===== src/rtl/imem_boot_loader_pkg.sv =====
// Shared types and widths for the instruction-memory boot loader.
// The FSM states, frame-length width and instruction word width live here.
package imem_boot_loader_pkg;

  localparam int LEN_W  = 16;
  localparam int WORD_W = 32;

  typedef enum logic [2:0] {
    LEN_LO,
    LEN_HI,
    DATA,
    CSUM,
    DONE,
    ERROR
  } state_e;

  // The frame length arrives low byte first.
  function automatic logic [LEN_W-1:0] len_join(input logic [7:0] lo, input logic [7:0] hi);
    return {hi, lo};
  endfunction

endpackage


===== src/rtl/imem_boot_loader_if.sv =====
// Byte-stream input, IMEM write port and core-control bundle for the boot loader.
// The slave modport is the loader; the master modport is the receiver/memory side.
import imem_boot_loader_pkg::*;

interface imem_boot_loader_if #(
  parameter int ADDR_W = 8
) ();

  logic [7:0]        rx_data;
  logic              rx_valid;
  logic              rx_ready;
  logic              start;
  logic              imem_we;
  logic [ADDR_W-1:0] imem_addr;
  logic [WORD_W-1:0] imem_wdata;
  logic              core_hold;
  logic              done;
  logic              error;

  modport master (
    output rx_data, rx_valid, start,
    input  rx_ready, imem_we, imem_addr, imem_wdata, core_hold, done, error
  );

  modport slave (
    input  rx_data, rx_valid, start,
    output rx_ready, imem_we, imem_addr, imem_wdata, core_hold, done, error
  );

endinterface


===== src/rtl/imem_boot_loader_byte_word_assembler.sv =====
// Collects four bytes, first byte in bits 7:0, and presents the assembled word
// with a one-cycle word_valid pulse in the cycle after the fourth byte.
import imem_boot_loader_pkg::*;

module byte_word_assembler (
  input  logic              clk_i,
  input  logic              rst_ni,
  input  logic              clear_i,
  input  logic              byte_valid_i,
  input  logic [7:0]        byte_i,
  output logic [1:0]        byte_cnt_o,
  output logic              word_valid_o,
  output logic [WORD_W-1:0] word_o
);

  logic [1:0]        cnt_q, cnt_d;
  logic [WORD_W-1:0] shift_q, shift_d;
  logic              valid_q, valid_d;

  always_comb begin
    cnt_d   = cnt_q;
    shift_d = shift_q;
    valid_d = 1'b0;
    if (clear_i) begin
      cnt_d = '0;
    end else if (byte_valid_i) begin
      // Shift right so the first byte of the word ends up in the low lane.
      shift_d = {byte_i, shift_q[WORD_W-1:8]};
      cnt_d   = cnt_q + 2'd1;
      valid_d = (cnt_q == 2'd3);
    end
  end

  always_ff @(posedge clk_i or negedge rst_ni) begin
    if (!rst_ni) begin
      cnt_q   <= '0;
      shift_q <= '0;
      valid_q <= 1'b0;
    end else begin
      cnt_q   <= cnt_d;
      shift_q <= shift_d;
      valid_q <= valid_d;
    end
  end

  assign byte_cnt_o   = cnt_q;
  assign word_valid_o = valid_q;
  assign word_o       = shift_q;

endmodule


===== src/rtl/imem_boot_loader.sv =====
// Boot loader: parses a length-prefixed byte frame and writes words to IMEM while
// holding the core in reset. Optional trailing XOR checksum via BOOT_CHECKSUM_EN.
//
// state  | meaning
// LEN_LO | waiting for low byte of word count
// LEN_HI | waiting for high byte of word count, length check
// DATA   | collecting data bytes, one IMEM write per four bytes
// CSUM   | waiting for trailing XOR byte (BOOT_CHECKSUM_EN only)
// DONE   | program loaded, core released
// ERROR  | frame rejected, core held
import imem_boot_loader_pkg::*;

module imem_boot_loader #(
  parameter int ADDR_W    = 8,
  parameter int MAX_WORDS = 256
) (
  input logic                clk_i,
  input logic                rst_ni,
  imem_boot_loader_if.slave  bus_if
);

  state_e            state_q, state_d;
  logic [7:0]        len_lo_q, len_lo_d;
  logic [ADDR_W-1:0] last_idx_q, last_idx_d;
  logic [ADDR_W-1:0] idx_q, idx_d;
  logic              all_in_q, all_in_d;
`ifdef BOOT_CHECKSUM_EN
  logic [7:0]        csum_q, csum_d;
`endif

  logic              rx_ready;
  logic              fire;
  logic              restart;
  logic              asm_byte_valid;
  logic [1:0]        asm_byte_cnt;
  logic              asm_word_valid;
  logic [WORD_W-1:0] asm_word;
  logic [LEN_W-1:0]  len;

  always_comb begin
    case (state_q)
      LEN_LO, LEN_HI, DATA, CSUM: rx_ready = 1'b1;
      default:                    rx_ready = 1'b0;
    endcase
  end

  assign fire    = bus_if.rx_valid && rx_ready;
  assign restart = bus_if.start && ((state_q == DONE) || (state_q == ERROR));
  assign len     = len_join(len_lo_q, bus_if.rx_data);
  // Once the last word's bytes are in, any byte seen during its write cycle is
  // not data: it is the checksum byte, or dropped when checksums are off.
  assign asm_byte_valid = fire && (state_q == DATA) && !all_in_q;

  byte_word_assembler u_asm (
    .clk_i       (clk_i),
    .rst_ni      (rst_ni),
    .clear_i     (restart),
    .byte_valid_i(asm_byte_valid),
    .byte_i      (bus_if.rx_data),
    .byte_cnt_o  (asm_byte_cnt),
    .word_valid_o(asm_word_valid),
    .word_o      (asm_word)
  );

  always_comb begin
    state_d    = state_q;
    len_lo_d   = len_lo_q;
    last_idx_d = last_idx_q;
    idx_d      = idx_q;
    all_in_d   = all_in_q;
`ifdef BOOT_CHECKSUM_EN
    csum_d     = fire ? (csum_q ^ bus_if.rx_data) : csum_q;
`endif
    case (state_q)
      LEN_LO: begin
        if (fire) begin
          len_lo_d = bus_if.rx_data;
          state_d  = LEN_HI;
        end
      end
      LEN_HI: begin
        if (fire) begin
          last_idx_d = ADDR_W'(len - LEN_W'(1));
          if (len == '0) begin
`ifdef BOOT_CHECKSUM_EN
            state_d = CSUM;
`else
            state_d = DONE;
`endif
          end else if ({16'd0, len} > 32'(MAX_WORDS)) begin
            state_d = ERROR;
          end else begin
            state_d = DATA;
          end
        end
      end
      DATA: begin
        if (asm_byte_valid && (asm_byte_cnt == 2'd3) && (idx_q == last_idx_q)) begin
          all_in_d = 1'b1;
        end
        if (asm_word_valid) begin
          if (idx_q == last_idx_q) begin
            all_in_d = 1'b0;
`ifdef BOOT_CHECKSUM_EN
            if (fire) begin
              state_d = (bus_if.rx_data == csum_q) ? DONE : ERROR;
            end else begin
              state_d = CSUM;
            end
`else
            state_d = DONE;
`endif
          end else begin
            idx_d = idx_q + ADDR_W'(1);
          end
        end
      end
`ifdef BOOT_CHECKSUM_EN
      CSUM: begin
        if (fire) begin
          state_d = (bus_if.rx_data == csum_q) ? DONE : ERROR;
        end
      end
`endif
      DONE, ERROR: begin
        if (restart) begin
          state_d  = LEN_LO;
          idx_d    = '0;
          all_in_d = 1'b0;
`ifdef BOOT_CHECKSUM_EN
          csum_d   = '0;
`endif
        end
      end
      default: state_d = LEN_LO;
    endcase
  end

  always_ff @(posedge clk_i or negedge rst_ni) begin
    if (!rst_ni) begin
      state_q    <= LEN_LO;
      len_lo_q   <= '0;
      last_idx_q <= '0;
      idx_q      <= '0;
      all_in_q   <= 1'b0;
    end else begin
      state_q    <= state_d;
      len_lo_q   <= len_lo_d;
      last_idx_q <= last_idx_d;
      idx_q      <= idx_d;
      all_in_q   <= all_in_d;
    end
  end

`ifdef BOOT_CHECKSUM_EN
  always_ff @(posedge clk_i or negedge rst_ni) begin
    if (!rst_ni) begin
      csum_q <= '0;
    end else begin
      csum_q <= csum_d;
    end
  end
`endif

  assign bus_if.rx_ready   = rx_ready;
  assign bus_if.imem_we    = asm_word_valid;
  assign bus_if.imem_addr  = idx_q;
  assign bus_if.imem_wdata = asm_word;
  assign bus_if.core_hold  = (state_q != DONE);
  assign bus_if.done       = (state_q == DONE);
  assign bus_if.error      = (state_q == ERROR);

endmodule


===== src/flat_wrapper.sv =====
// flat-port wrapper written by rule: the top's interface ports become plain ports
module imem_boot_loader_flat 
#(
  parameter int ADDR_W    = 8,
  parameter int MAX_WORDS = 256
)
  (clk_i, rst_ni, bus_if_rx_data, bus_if_rx_valid, bus_if_start, bus_if_rx_ready, bus_if_imem_we, bus_if_imem_addr, bus_if_imem_wdata, bus_if_core_hold, bus_if_done, bus_if_error);
  imem_boot_loader_if #(.ADDR_W(ADDR_W)) bus_if_i ();
  input logic clk_i;
  input logic rst_ni;
  input wire logic [$bits(bus_if_i.rx_data)-1:0] bus_if_rx_data;
  input wire logic [$bits(bus_if_i.rx_valid)-1:0] bus_if_rx_valid;
  input wire logic [$bits(bus_if_i.start)-1:0] bus_if_start;
  output wire logic [$bits(bus_if_i.rx_ready)-1:0] bus_if_rx_ready;
  output wire logic [$bits(bus_if_i.imem_we)-1:0] bus_if_imem_we;
  output wire logic [$bits(bus_if_i.imem_addr)-1:0] bus_if_imem_addr;
  output wire logic [$bits(bus_if_i.imem_wdata)-1:0] bus_if_imem_wdata;
  output wire logic [$bits(bus_if_i.core_hold)-1:0] bus_if_core_hold;
  output wire logic [$bits(bus_if_i.done)-1:0] bus_if_done;
  output wire logic [$bits(bus_if_i.error)-1:0] bus_if_error;
  assign bus_if_i.rx_data = bus_if_rx_data;
  assign bus_if_i.rx_valid = bus_if_rx_valid;
  assign bus_if_i.start = bus_if_start;
  assign bus_if_rx_ready = bus_if_i.rx_ready;
  assign bus_if_imem_we = bus_if_i.imem_we;
  assign bus_if_imem_addr = bus_if_i.imem_addr;
  assign bus_if_imem_wdata = bus_if_i.imem_wdata;
  assign bus_if_core_hold = bus_if_i.core_hold;
  assign bus_if_done = bus_if_i.done;
  assign bus_if_error = bus_if_i.error;
  imem_boot_loader #(.ADDR_W(ADDR_W), .MAX_WORDS(MAX_WORDS)) u_core (.clk_i(clk_i), .rst_ni(rst_ni), .bus_if(bus_if_i));
endmodule

===== config.mk =====
export PLATFORM = sky130hd
export DESIGN_NAME = imem_boot_loader_flat
export DESIGN_NICKNAME = d
export VERILOG_FILES = /design/src/rtl/imem_boot_loader_pkg.sv /design/src/rtl/imem_boot_loader_if.sv /design/src/rtl/imem_boot_loader_byte_word_assembler.sv /design/src/rtl/imem_boot_loader.sv /design/src/flat_wrapper.sv
export SDC_FILE = /design/constraint.sdc
export NUM_CORES = 1
export LEC_CHECK = 0
export ABC_AREA = 1
export BUFFER_PORTS_ARGS = -buffer_cell sky130_fd_sc_hd__buf_2
export CAP_MARGIN = 25
export CORE_MARGIN = 3
export CORE_UTILIZATION = 50
export CTS_BUF_LIST = sky130_fd_sc_hd__clkbuf_8
export DETAILED_ROUTE_END_ITERATION = 10
export PLACE_DENSITY = 0.73
export SETUP_SLACK_MARGIN = 0.05
export SLEW_MARGIN = 20
export SYNTH_ARGS = -nofsm -noshare
export SYNTH_HDL_FRONTEND = slang
export SYNTH_SLANG_ARGS = --single-unit

===== constraint.sdc =====
create_clock -name clk_i -period 1.6 [get_ports clk_i]
set_input_delay 0.08 -clock clk_i [delete_from_list [all_inputs] [get_ports clk_i]]
set_output_delay 0.08 -clock clk_i [all_outputs]
set_load 0.005 [all_outputs]

==> impl_metrics.toml, run 1 <==
[status]
status = "completed"

[synth]
synth_edf_count = 0
synth.cell_area_um2 = 3000
synthesis.instances = 363
ys_warn_count = 0
synth-async-reset-ratio = 1.00
synthFlopType = "dfrtp_1"
syn_avg_cell_area_um2 = 8.26
ys_seq_area_frac = 0.526
syn_nets = 378
yosysUniqueCellTypes = 26
synth-seq-cells = 63

[clock_network]
root_buffer = "clkbuf_8"
clock_sinks = 63
clk_latency_ns = 0.34
cts_buffer_depth = 2
cts_buffers = 9
clkSlewWorstSetupHoldPaths_ns = 0.06
htree_levels = 3
cts_tree = "built"

[sta]
clock.fmax_ghz = 0.680
worst_slack_ns = 0.129
tightest_slew_ns = 0.333
fin_crit_ns = 1.47
setup_violations = 0
maxSlewHeadroom = 0.778
fin_crit_sh = 0.919
finClkSkew_ns = 0.00850
hold_viol_final = 0
rsz0062_at_grt = "true"
maxSlewViolCount = 0

[final_layout]
area_delta_synth_final_pct = 25.8
nets = 454
final_cell_mix = "nand2_1 (102), dfrtp_1 (62), buf_2 (56), inv_1 (47), o21ai_0 (35)"
final_layout_size_suffix_gt1_frac = 0.257
utilization = 0.668
layout_commonest_cell = "nand2_1"
n_antenna_cell = 0

[setup_path]
critical_path_class = "reg2reg"
cp.arrival_ns = 1.70
path_max_fanout = 30
worst-r2r-setup-slack_ns = 0.13
r2r_start = "u_core.state_q[1]"
critPathLaunchType = "register"
cp.required_ns = 1.83
end_kind = "register"
rr_worst_depth = 7
r2r-end = "u_core.u_asm.word_o[2]"

[route]
drc = 0
vias_per_cell = 4.99
vias = 2569
drtAntennaViolNets = 0
wl_per_cell_um = 12.6
drt_iter0_markers = 167
routed_wl_um = 6480
drt_first_pass_iters = 4

[global_route]
grt_max_degree = 64
overflow = 0
grt_util_all_layers = 0.196
grt_pass1_vias = 2483
antenna_found_initial = 0
grt_pass1_wl_um = 11000

[hold_path]
hold_start = "bus_if_rx_data[2]"
whs_endpoint = "u_core.u_asm.word_o[26]"
hold_path.class = "in2reg"
hold_depth = 3

[floorplanning]
core_um2 = 5640
ios = 57
die_h_um = 83.4
dieArea_um2 = 6960
rows = 27
die_width_um = 83.4
start_util = 0.531

[power]
total_leakage_power_nw = 2.09
p_per_area_nw_per_um2 = 1430
vdd_drop_max_uv = 782

[placement]
pre_cts_ws_ns = -0.00831
hpwlAfterDp_um = 4350
io_buffers = 56
gp_congestion = 0.887

[flow_run]
timing.max_cap.violations = 0
## layer usage
metal  GRT usage  part of all wire  vias up
li1            -                 -     1297
met1       0.247              0.44     1198
met2       0.310              0.48       65
met3      0.0565             0.057        9
met4      0.0980             0.021        0
met5           0                 0        -
## where the power goes
group          internal [mW]  leakage (nW)  total, mW  switching, mW
sequential              1.88         0.805       2.16          0.278
clock                  0.899         0.111       1.49          0.590
combinational          0.710          1.17       1.73           1.02
total                   3.49          2.09       5.38           1.89
## cells in the mapped netlist, types with 2 or more instances
| library cell | instances | share of area |
|---|---|---|
| nand2_1 | 104 | 0.13 |
| dfrtp_1 | 63 | 0.53 |
| inv_1 | 47 | 0.059 |
| o21ai_0 | 36 | 0.060 |
| nor2_1 | 32 | 0.040 |
| nand3_1 | 20 | 0.033 |
| a21oi_1 | 11 | 0.018 |
| mux2_2 | 8 | 0.030 |
| clkbuf_1 | 7 | 0.0088 |
| xnor2_1 | 5 | 0.015 |
| xor2_1 | 5 | 0.015 |
| nand4_1 | 4 | 0.0083 |
| ha_1 | 3 | 0.013 |
| nor3_1 | 3 | 0.0050 |
| inv_2 | 2 | 0.0025 |
| nand2_2 | 2 | 0.0042 |
| nand3_2 | 2 | 0.0067 |
## layout make-up
cell class,count,area (um2)
Fill cell,475,1870
Sequential cell,63,1580
Multi-Input combinational cell,242,1240
Timing Repair Buffer,74,464
Inverter,49,186
Clock buffer,10,138
Tap cell,72,90.1
Clock inverter,5,75.1
## worst max-delay path by stage
stage	endpoint	slack, ns	cells past startpoint	start
finish	u_core.u_asm.word_o[2]	0.13	7	u_core.state_q[1]
global route	u_core.state_q[2]	0.02	9	u_core.len_lo_q[0]
CTS	u_core.u_asm.word_o[2]	0.06	7	u_core.state_q[1]
detailed placement	u_core.bus_if.imem_addr[2]	-0.008	9	u_core.state_q[0]
global placement	u_core.bus_if.imem_addr[0]	0.08	9	u_core.state_q[0]
floorplan	u_core.bus_if.imem_addr[5]	0.12	10	u_core.state_q[0]
## sequential cells by signal, summed over array words and instances, names as in the netlist
register and count:
u_core.u_asm.word_o 32, u_core.bus_if.imem_addr 8, u_core.last_idx_q 8, u_core.len_lo_q 8, u_core.state_q 3, u_core.u_asm.byte_cnt_o 2, u_core.all_in_q 1, u_core.u_asm.word_valid_o 1
## critical path: stages, from the launching register on
cell     delay, ns
dfrtp_1       0.42
inv_2         0.10
nor2_2        0.04
nand2_2       0.11
inv_4         0.06
nand3_4       0.09
buf_12        0.18
mux2_2        0.34
## through the flow
stage / hold slack, ns / std cells / instance area [um2] / power [mW] / setup TNS [ns]
finish: 0.0324 / 515 / 3770 / 5.38 / 0
CTS: 0.0193 / 511 / 3670 / 5.29 / 0
global route: 0.0352 / 515 / 3770 / 5.83 / 0
global placement: 0.116 / 495 / 3450 / 3.72 / 0
floorplan: -0.216 / 363 / 3000 / 3.25 / 0
detailed placement: 0.117 / 495 / 3450 / 3.78 / -0.0211
## logic make-up (layout without fill, tap and decap cells)
group	Yosys count	count (layout)	share of synthesized area
xor+xnor	10	10	0.0292
mux	8	8	0.0301
simple gates	172	172	0.241
flops	63	63	0.526
compound gates	49	49	0.0860
fa+ha+maj	3	3	0.0125
buf+inv	58	138	0.0755
## timing repair
action | CTS | global route
endpoints found under the hold margin | 63 | 0
gates resized for setup | 1 | 18
gates cloned | 0 | 1
pin swaps | 0 | 0
endpoints found under the setup margin | 8 | 20
setup buffers | 0 | 3
hold buffers | 1 | 0
Power figures use the tool's default switching activity.
==> inputs of run 2 (changes only) <==
clock period = 1.81 ns   (was 1.6 ns; I/O delays follow)
==> impl_metrics.toml, run 2 (same netlist as run 1, synthesis figures left out) <==
[status]
status = "completed"

[placement]
io_buffers = 56
gp_congestion = 0.804
pre_cts_ws_ns = 0.144
dpl_cell_area_um2 = 3390
place_inst = 487
hpwlAfterDp_um = 4190

[floorplanning]
die_width_um = 83.4
rows = 27
start_util = 0.531
ios = 57
core_um2 = 5640
dieArea_um2 = 6960
die_h_um = 83.4

[route]
vias_per_cell = 4.92
drc = 0
drt_iter0_markers = 135
wl_per_cell_um = 11.5
drt_first_pass_iters = 4
routed_wl_um = 5810
drtAntennaViolNets = 0
vias = 2478

[setup_path]
r2r-end = "u_core.u_asm.word_o[3]"
r2r_start = "u_core.state_q[1]"
rr_worst_depth = 7
cp.arrival_ns = 1.82
end_kind = "register"
path_max_fanout = 60
cp-startpoint = "u_core.state_q[1]"
worst-r2r-setup-slack_ns = 0.21
critPathLaunchType = "register"
cp.required_ns = 2.03
critical_path_class = "reg2reg"

[final_layout]
n_fill_cell = 489
utilization = 0.638
final_layout_size_suffix_gt1_frac = 0.218
nets = 442
n_antenna_cell = 0
final_cell_mix = "nand2_1 (104), dfrtp_1 (63), buf_2 (56), inv_1 (48), o21ai_0 (36)"
regArea_um2 = 1580
layout_commonest_cell = "nand2_1"
finalNonFillerCells = 504
largest_register_ffs = 32
area_delta_synth_final_pct = 20.1
finalInstanceArea_um2 = 3600
multi_input_area_um2 = 1200

[sta]
finClkSkew_ns = 0.0105
whs_ns = 0.0438
maxSlewHeadroom = 0.653
tightest_slew_ns = 0.520
finalSetupTns_ns = 0
maxSlewViolCount = 0
fin_crit_ns = 1.60
fin_crit_sh = 0.883
clock.fmax_ghz = 0.626
rsz0062_at_grt = "false"
worst_slack_ns = 0.212
setup_violations = 0
hold_viol_final = 0

[power]
p_per_area_nw_per_um2 = 1240
combPwrFrac = 0.300
netSwitchingFraction = 0.358
p_clk_frac = 0.271
vdd_drop_max_uv = 975
power.total_mw = 4.45
total_leakage_power_nw = 2.01
p_seq_frac = 0.429
p_int_mw = 2.85
power_switching_mw = 1.59

[clock_network]
cts_buffer_depth = 2
htree_levels = 3
clk_latency_ns = 0.34
clock_sinks = 63
cts_buffers = 9
clkSlewWorstSetupHoldPaths_ns = 0.07
root_buffer = "clkbuf_8"
cts_tree = "built"

[global_route]
grt_pass1_vias = 2495
grt_util_all_layers = 0.185
grt.met2_usage = 0.307
top_usage_layer = "met2"
gr-usage-met1 = 0.233
grt_pass1_wl_um = 10600
grt_max_degree = 64
overflow = 0
antenna_found_initial = 0
grt_use_met3 = 0.0407

[hold_path]
hold_path.class = "in2reg"
hold_start = "bus_if_rx_data[3]"
whs_endpoint = "u_core.u_asm.word_o[27]"
hold_depth = 3

[flow_run]
timing.max_cap.violations = 0
==> run 2: critical path, cell delays in order (launching register included) <==
cell and delay, ns:
dfrtp_1 0.41, inv_1 0.11, nor2_1 0.05, nand2_1 0.14, inv_2 0.09, nand3_2 0.08, buf_12 0.22, mux2_2 0.36
==> run 2: timing repair <==
action | CTS | global route
hold buffers | 1 | 0
gates resized for setup | 0 | 2
hold endpoints to repair | 63 | 0
setup endpoints to repair | 0 | 8
setup buffers | 0 | 0
==> run 2: area by class of cell <==
| type | count | area share |
|---|---|---|
| inverters | 49 | 0.0511 |
| clock inverters | 6 | 0.0167 |
| multi-input cells | 242 | 0.333 |
| flip-flops and latches | 63 | 0.438 |
| repair buffers | 62 | 0.0980 |
| well taps | 72 | 0.0250 |
| clock buffers | 10 | 0.0382 |
==> run 2: worst max path at each step <==
stage | to | slack [ns] | cells past startpoint
after CTS | u_core.bus_if.imem_addr[0] | 0.13 | 9
after global placement | u_core.bus_if.imem_addr[0] | 0.23 | 9
final | u_core.u_asm.word_o[3] | 0.21 | 7
after floorplan | u_core.bus_if.imem_addr[5] | 0.33 | 10
after global routing | u_core.state_q[2] | 0.06 | 9
after detailed placement | u_core.bus_if.imem_addr[0] | 0.14 | 9
==> run 2: per-layer routing <==
layer | routed length [um] | vias up
met1 | 2670 | 1149
met4 | 108 | 0
met5 | 0 | -
li1 | - | 1270
met2 | 2740 | 49
met3 | 285 | 10
==> run 2: power by group through the flow <==
stage	Combinational (mW)	Clock (mW)	Sequential (mW)
3_3_place_gp	1.29	0	1.92
4_1_cts	1.34	1.23	1.91
2_1_floorplan	0.996	0	1.87
3_5_place_dp	1.33	0	1.92
6_report	1.34	1.20	1.91
5_1_grt	1.58	1.30	1.95
